$ cat src/rtl/burst_seq_gen.sv
// ----------------------------------------------------------------------------
// Module   : burst_seq_gen
// Brief    : Burst source; emits incrementing data beats at a fixed address,
//            throttled by enable, and pulses done after the last beat.
//            Optional macro BURST_SVA_EN compiles in stream-property assertions.
// Revision : 1.0 - initial release
// ----------------------------------------------------------------------------
`default_nettype none

module burst_seq_gen #(
  parameter int DW   = 8,
  parameter int AW   = 8,
  parameter int LENW = 4
) (
  input  logic            clk,
  input  logic            reset,
  input  logic            req,
  input  logic [AW-1:0]   req_addr,
  input  logic [DW-1:0]   req_seed,
  input  logic [LENW-1:0] req_len,
  input  logic            enable,
  output logic            valid,
  output logic [DW-1:0]   data,
  output logic [AW-1:0]   addr,
  output logic            busy,
  output logic            done
);

  typedef enum logic [2:0] {
    IDLE  = 3'b001,
    BURST = 3'b010,
    DONE  = 3'b100
  } state_t;

  localparam logic [DW-1:0]   c_data_one = {{(DW-1){1'b0}}, 1'b1};
  localparam logic [LENW-1:0] c_len_one  = {{(LENW-1){1'b0}}, 1'b1};

  state_t          state_q, state_d;
  logic            valid_q, valid_d;
  logic [DW-1:0]   data_q, data_d;
  logic [AW-1:0]   addr_q, addr_d;
  logic            busy_q, busy_d;
  logic            done_q, done_d;
  logic [LENW-1:0] remaining_q, remaining_d;
  logic            first_q, first_d;

  always_ff @(posedge clk or posedge reset) begin
    if (reset) begin
      state_q     <= IDLE;
      valid_q     <= 1'b0;
      data_q      <= '0;
      addr_q      <= '0;
      busy_q      <= 1'b0;
      done_q      <= 1'b0;
      remaining_q <= '0;
      first_q     <= 1'b0;
    end else begin
      state_q     <= state_d;
      valid_q     <= valid_d;
      data_q      <= data_d;
      addr_q      <= addr_d;
      busy_q      <= busy_d;
      done_q      <= done_d;
      remaining_q <= remaining_d;
      first_q     <= first_d;
    end
  end

  always_comb begin
    state_d     = state_q;
    valid_d     = 1'b0;
    data_d      = data_q;
    addr_d      = addr_q;
    busy_d      = busy_q;
    done_d      = 1'b0;
    remaining_d = remaining_q;
    first_d     = first_q;

    unique case (state_q)
      IDLE: begin
        busy_d = 1'b0;
        if (req) begin
          addr_d      = req_addr;
          data_d      = req_seed;
          remaining_d = req_len;
          first_d     = 1'b1;
          busy_d      = 1'b1;
          state_d     = BURST;
        end
      end
      BURST: begin
        if (enable) begin
          valid_d = 1'b1;
          first_d = 1'b0;
          // The seed was loaded at accept, so only later beats increment.
          if (!first_q) begin
            data_d = data_q + c_data_one;
          end
          if (remaining_q == '0) begin
            busy_d  = 1'b0;
            state_d = DONE;
          end else begin
            remaining_d = remaining_q - c_len_one;
          end
        end
      end
      DONE: begin
        // Two cycles here: the first raises done, the second drops it.
        if (!done_q) begin
          done_d = 1'b1;
        end else begin
          state_d = IDLE;
        end
      end
      default: begin
        state_d = IDLE;
        busy_d  = 1'b0;
      end
    endcase
  end

  assign valid = valid_q;
  assign data  = data_q;
  assign addr  = addr_q;
  assign busy  = busy_q;
  assign done  = done_q;

`ifdef BURST_SVA_EN
  logic [DW-1:0] sva_last_data_q;
  logic          sva_seen_q;

  always_ff @(posedge clk or posedge reset) begin
    if (reset) begin
      sva_last_data_q <= '0;
      sva_seen_q      <= 1'b0;
    end else if (state_q == IDLE) begin
      sva_seen_q <= 1'b0;
    end else if (valid_q) begin
      sva_last_data_q <= data_q;
      sva_seen_q      <= 1'b1;
    end
  end

  a_busy_from_req: assert property (@(posedge clk) disable iff (reset)
    $rose(busy_q) |-> $past(req && (state_q == IDLE)));
  a_addr_stable: assert property (@(posedge clk) disable iff (reset)
    (busy_q && $past(busy_q)) |-> $stable(addr_q));
  a_data_incr: assert property (@(posedge clk) disable iff (reset)
    (valid_q && sva_seen_q) |-> (data_q == sva_last_data_q + c_data_one));
  a_onehot: assert property (@(posedge clk) disable iff (reset)
    $onehot(state_q));
  a_no_x: assert property (@(posedge clk) disable iff (reset)
    !$isunknown({valid_q, busy_q, done_q, data_q, addr_q}));
  a_done_after_busy: assert property (@(posedge clk) disable iff (reset)
    $fell(busy_q) |-> ##1 done_q);
  a_done_not_valid: assert property (@(posedge clk) disable iff (reset)
    done_q |-> !valid_q);
`endif

endmodule

`default_nettype wire

$ cat config.mk
export PLATFORM = sky130hd
export DESIGN_NAME = burst_seq_gen
export DESIGN_NICKNAME = d
export VERILOG_FILES = /design/src/rtl/burst_seq_gen.sv
export SDC_FILE = /design/constraint.sdc
export NUM_CORES = 1
export LEC_CHECK = 0
export BUFFER_PORTS_ARGS = -buffer_cell sky130_fd_sc_hd__buf_2
export CAP_MARGIN = 25
export CORE_MARGIN = 4
export CORE_UTILIZATION = 35
export CTS_CLUSTER_SIZE = 30
export DETAILED_ROUTE_END_ITERATION = 12
export HOLD_SLACK_MARGIN = 0.15
export SETUP_SLACK_MARGIN = 0.1
export SYNTH_ARGS = -nofsm -noshare
export SYNTH_HDL_FRONTEND = slang
export SYNTH_SLANG_ARGS = --single-unit
$ cat constraint.sdc
create_clock -name clk -period 2.3 [get_ports clk]
set_input_delay 0.23 -clock clk [delete_from_list [all_inputs] [get_ports clk]]
set_output_delay 0.23 -clock clk [all_outputs]
set_load 0.005 [all_outputs]
[Yosys cells after proc, flatten, opt, wreduce, memory -nomap -nowiden]
Cells that the tools add are included.
Storage, ports and cells
  register bits after elaboration: 27
  input port bits: 24
  output and inout bits: 19
  word-level logic and storage cells: 52
Operators by class
  $add $sub $neg: 2
  equality and inequality tests: 9
  muxes and demuxes: 24
  bitwise logic cells: 1
  reductions and logical operators: 8
Operator list (number)
  8-bit 2-to-1 mux: 3
  8-bit one-hot mux with 2 select lines: 1
  3-bit 2-to-1 mux: 4
  4-bit 2-to-1 mux: 3
  2-bit inequality test (second input constant): 6
  4-bit AND reduction: 3
  1-bit 2-to-1 mux: 9
  3-bit one-hot mux with 3 select lines: 1
  8-bit by 1-bit adder with 8-bit output (second input constant): 1
  4-bit one-hot mux with 2 select lines: 1
  3-bit AND reduction: 2
  4-bit zero test: 1
  4-bit by 1-bit subtractor with 4-bit output (second input constant): 1
  3-bit by 1-bit == test with 1-bit output (second input constant): 1
  3-bit by 2-bit == test with 1-bit output (second input constant): 1
  3-bit == test (second input constant): 1
  1-bit one-hot mux with 3 select lines: 1
  1-bit one-hot mux with 2 select lines: 1
  2-bit AND reduction: 1
  2-bit nonzero test: 1
  1-bit NOT: 1

[Depth between registers and ports, before layout]
  depth in word-level cells: 4
  depth in mapped cells: 7
  depth with buffers taken out: 6

[Worst setup path after synthesis]
Ideal clock, no wire load.
  kind: register to register
  from: register state_q[2]
  to: register data_q[5], in the netlist data[5]
  arrival time: 1.482 ns
  data required time: 2.174 ns
  path slack: 0.692 ns
  cell stages (with the launch flop): 7
  path buffers: 2
  cells stage by stage: dfrtp_1 buf_6 or3b_1 buf_2 or3_1 o21ai_1 a21oi_1
On the way
  word-level cells in the longest chain between the ends: 3
RTL lines
  from (decl): line 38  | state_t state_q, state_d;
  from (signal assigned): line 58  | state_q <= state_d;
  3-bit by 2-bit == test with 1-bit output / 3-bit by 1-bit == test with 1-bit output (equally long branches): line 79  | unique case (state_q)
  2-bit inequality test (no line) / 2-bit nonzero test (equally long branches)
  4-bit AND reduction (no line)
  to (signal assigned): line 60  | data_q <= data_d;
  to (decl): line 40  | logic [DW-1:0] data_q, data_d;
Several ways; a longest one is shown, not always the timed one.
A chain may end at the register's enable or synchronous reset.

[Worst setup path in the final report]
  from: register state_q[0]
  to: register data_q[0], in the netlist data[0]
The elaborated chain is that of the path after synthesis.

==> flow_metrics.tcl <==
set metrics [dict create \
    clockBufferDepth 2 \
    ios 43 \
    grt_max_degree 28 \
    synth_area_leaders "dfrtp_1 49%, a21oi_1 5.6%, mux2_1 4.2%, nand2_1 2.5%, mux2_2 2.5%" \
    relSlewSlack_pct 57.5 \
    reg2reg_depth 4 \
    num_rows 22 \
    arrival_ps 2050 \
    nets 204 \
    syn_area_sq_mm 0.00133 \
    fmax_mhz 530 \
    tns_ps 0 \
    status "finished clean" \
    ant_nets 0 \
    worstSetupEndpointType "flop" \
    portBuffers 42 \
    ys_types 40 \
    yosys.area.top_type_share_pct 49.0 \
    maxCapViolations 0 \
    skew_ps 4.47 \
    slew_viol_final 0 \
    r2r_start "state_q[0]" \
    root_buffer "clkbuf_8" \
    synthCells 131 \
    post-route-worst-setup-slack_ps 414 \
    yosys_warnings 0 \
    grt_antenna_before_repair 0 \
    min_path_type "in -> reg" \
    numCtsBuffers 3 \
    final_util_pct 45.3 \
    start_kind "flop" \
    drt_pass1_iterations 6 \
    cts.clk_slew.worst_paths_ps 100 \
    drc 0 \
    path_cells "nand3b_1 -> a21oi_2 -> mux2i_1 -> nand2_1" \
    start_util_pct 36.3 \
    crit_fanout 15 \
    vias 1140 \
    timing.final.crit_share_pct 82.0 \
    grt_pass1_vias 1101 \
    ys_seq_elements 27 \
    crit_type "reg -> reg" \
    postCtsSetupBuffers 0 \
    hpwl_um 2310 \
    fin_crit_ps 1890 \
    switchingPower_uw 769 \
    viasPerCell 5.07 \
    die_w_um 69.6 \
    fp.coreArea_sq_mm 0.00366 \
    p_clk_share_pct 14.1 \
    critPathBufInv 0 \
    switching_share_pct 38.5 \
    finalSetupViolations 0 \
    worstReg2RegEnd "data[0]" \
    comb_power_share_pct 41.8 \
    timing.hold.ws_ps 160 \
    seqPwrFrac_pct 44.1 \
    place_ws_ps 456 \
    final_area_sq_mm 0.00166 \
    track_usage_pct 12.6 \
    h-tree-depth 1 \
    clock_sinks 27 \
    die_area_sq_mm 0.00485 \
    cpLargestDelayFamily "flip-flops" \
    die_height_um 69.6 \
    syn-num-nets 157 \
    vdd_ir_drop_max_mv 0.526 \
    wl_um 3040 \
    cpMaxStageDelayCell "dfstp_2" \
    rsz0062_at_grt "no" \
    drt_first_iter_violations 73 \
    dp_cells 220 \
    drive_gt1_share_pct 32.2 \
    intPower_mw 1.23 \
    ys.flop_type "dfrtp_1" \
    clkLatencyLatePin_ps 280 \
    hold_violations 0 \
    worstSetupPathDepth 4 \
    async_flop_share_pct 100 \
    tightest_slew_ps 637 \
    yosys.area.top_type "dfrtp_1" \
    r2r_slack_ps 410 \
    diodes 0 \
    cp_data_required_time_ps 2470 \
    synth_enable_flop_cells 0 \
    yosysSeqAreaShare_pct 50.9 \
    power_density_mw_per_mm2 1200 \
    grt_pass1_wl_um 4970 \
    wl_per_cell_um 13.5 \
    grt_overflow 0 \
    setup.worst_path.start "state_q[0]" \
    p_total_mw 2.00 \
    gp_congestion 0.814 \
    dpl-instance-area_sq_mm 0.00160 \
    syn_area_per_cell_sq_um 10.1 \
    setup.worst_path.end "data[0]" \
    cts_tree "done" \
    fin_cells 225 \
    syn_to_final_growth_pct 24.9 \
    power.leakage_nw 0.760 \
    max_stage_delay_ps 610 \
]
==> final cells by class <==
| type | instances | area (sq um) |
|---|---|---|
| Clock buffer | 3 | 41.3 |
| Clock inverter | 1 | 8.76 |
| Fill cell | 359 | 2000 |
| Inverter | 6 | 22.5 |
| Multi-Input combinational cell | 93 | 599 |
| Sequential cell | 27 | 677 |
| Tap cell | 48 | 60.1 |
| Timing Repair Buffer | 47 | 250 |
==> cell usage after synthesis (all sizes together), types with 2 or more instances <==
| cell type | n |
|---|---|
| ha | 2 |
| a21o | 3 |
| nor3b | 2 |
| buf | 4 |
| nand2 | 9 |
| o32ai | 2 |
| or3 | 2 |
| nand3 | 5 |
| mux2 | 8 |
| o22ai | 2 |
| nor2 | 8 |
| a22oi | 2 |
| dfrtp | 26 |
| inv | 6 |
| a21oi | 16 |
| o21ai | 11 |
| nor3 | 3 |
| nand3b | 2 |
| nand2b | 3 |
==> worst register-to-register path, stage by stage, from the launching register on <==
cell and delay (ps):
dfstp_2 610, nand3b_1 240, a21oi_2 600, mux2i_1 250, nand2_1 70
==> sequential cells by signal, summed over array words and instances (netlist names) <==
name	cells
remaining_q	4
valid	1
busy	1
data	8
first_q	1
addr	8
done	1
state_q	3
==> worst min path at each step <==
stage | startpoint | end | slack (ps) | cells past startpoint
3_3_place_gp | reset | data[6] | 310 | 3
4_1_cts | req_addr[7] | addr[7] | 160 | 2
2_1_floorplan | reset | addr[0] | 280 | 1
5_1_grt | req_addr[7] | addr[7] | 160 | 2
6_report | req_addr[7] | addr[7] | 160 | 2
3_5_place_dp | reset | addr[6] | 300 | 3
==> metal layers <==
metal	wire length [um]	track usage [%]	vias up
met1	1390	16.5	542
li1	-	-	566
met4	38	5.11	0
met5	0	0	-
met3	174	3.04	4
met2	1430	20.0	28
==> kinds of logic (layout without fill, tap and decap cells) <==
| family | count (synthesis) | after routing | synth area share (%) |
|---|---|---|---|
| AOI/OAI and AO/OA | 41 | 41 | 18.5 |
| DFF | 27 | 27 | 50.9 |
| buffers and inverters | 11 | 57 | 3.95 |
| adders and majority gates | 2 | 2 | 1.88 |
| and+or+nand+nor | 41 | 41 | 17.2 |
| muxes | 9 | 9 | 7.53 |
==> placed cells by master, fill, tap and decap left out, types with 4 or more instances in the layout <==
cell     count
a21oi_1     15
buf_2       42
buf_4        4
dfrtp_1     26
inv_1        6
mux2_1       5
nand2_1      9
nand3_1      5
nor2_1       7
o21ai_0      6
o21ai_1      5
==> repair_timing <==
action                    in CTS  in global routing
hold buffers                   1                  0
gates resized for setup        0                  0
hold endpoints to repair      26                  0
==> power groups by stage <==
stage	sequential [mW]	combinational, mW	clock (mW)
after floorplan	0.865	0.534	0
after global placement	0.871	0.819	0
after detailed placement	0.887	0.850	0
after CTS	0.879	0.852	0.294
after global routing	0.913	0.940	0.314
final	0.880	0.835	0.281
(Power assumes the default switching activity.)
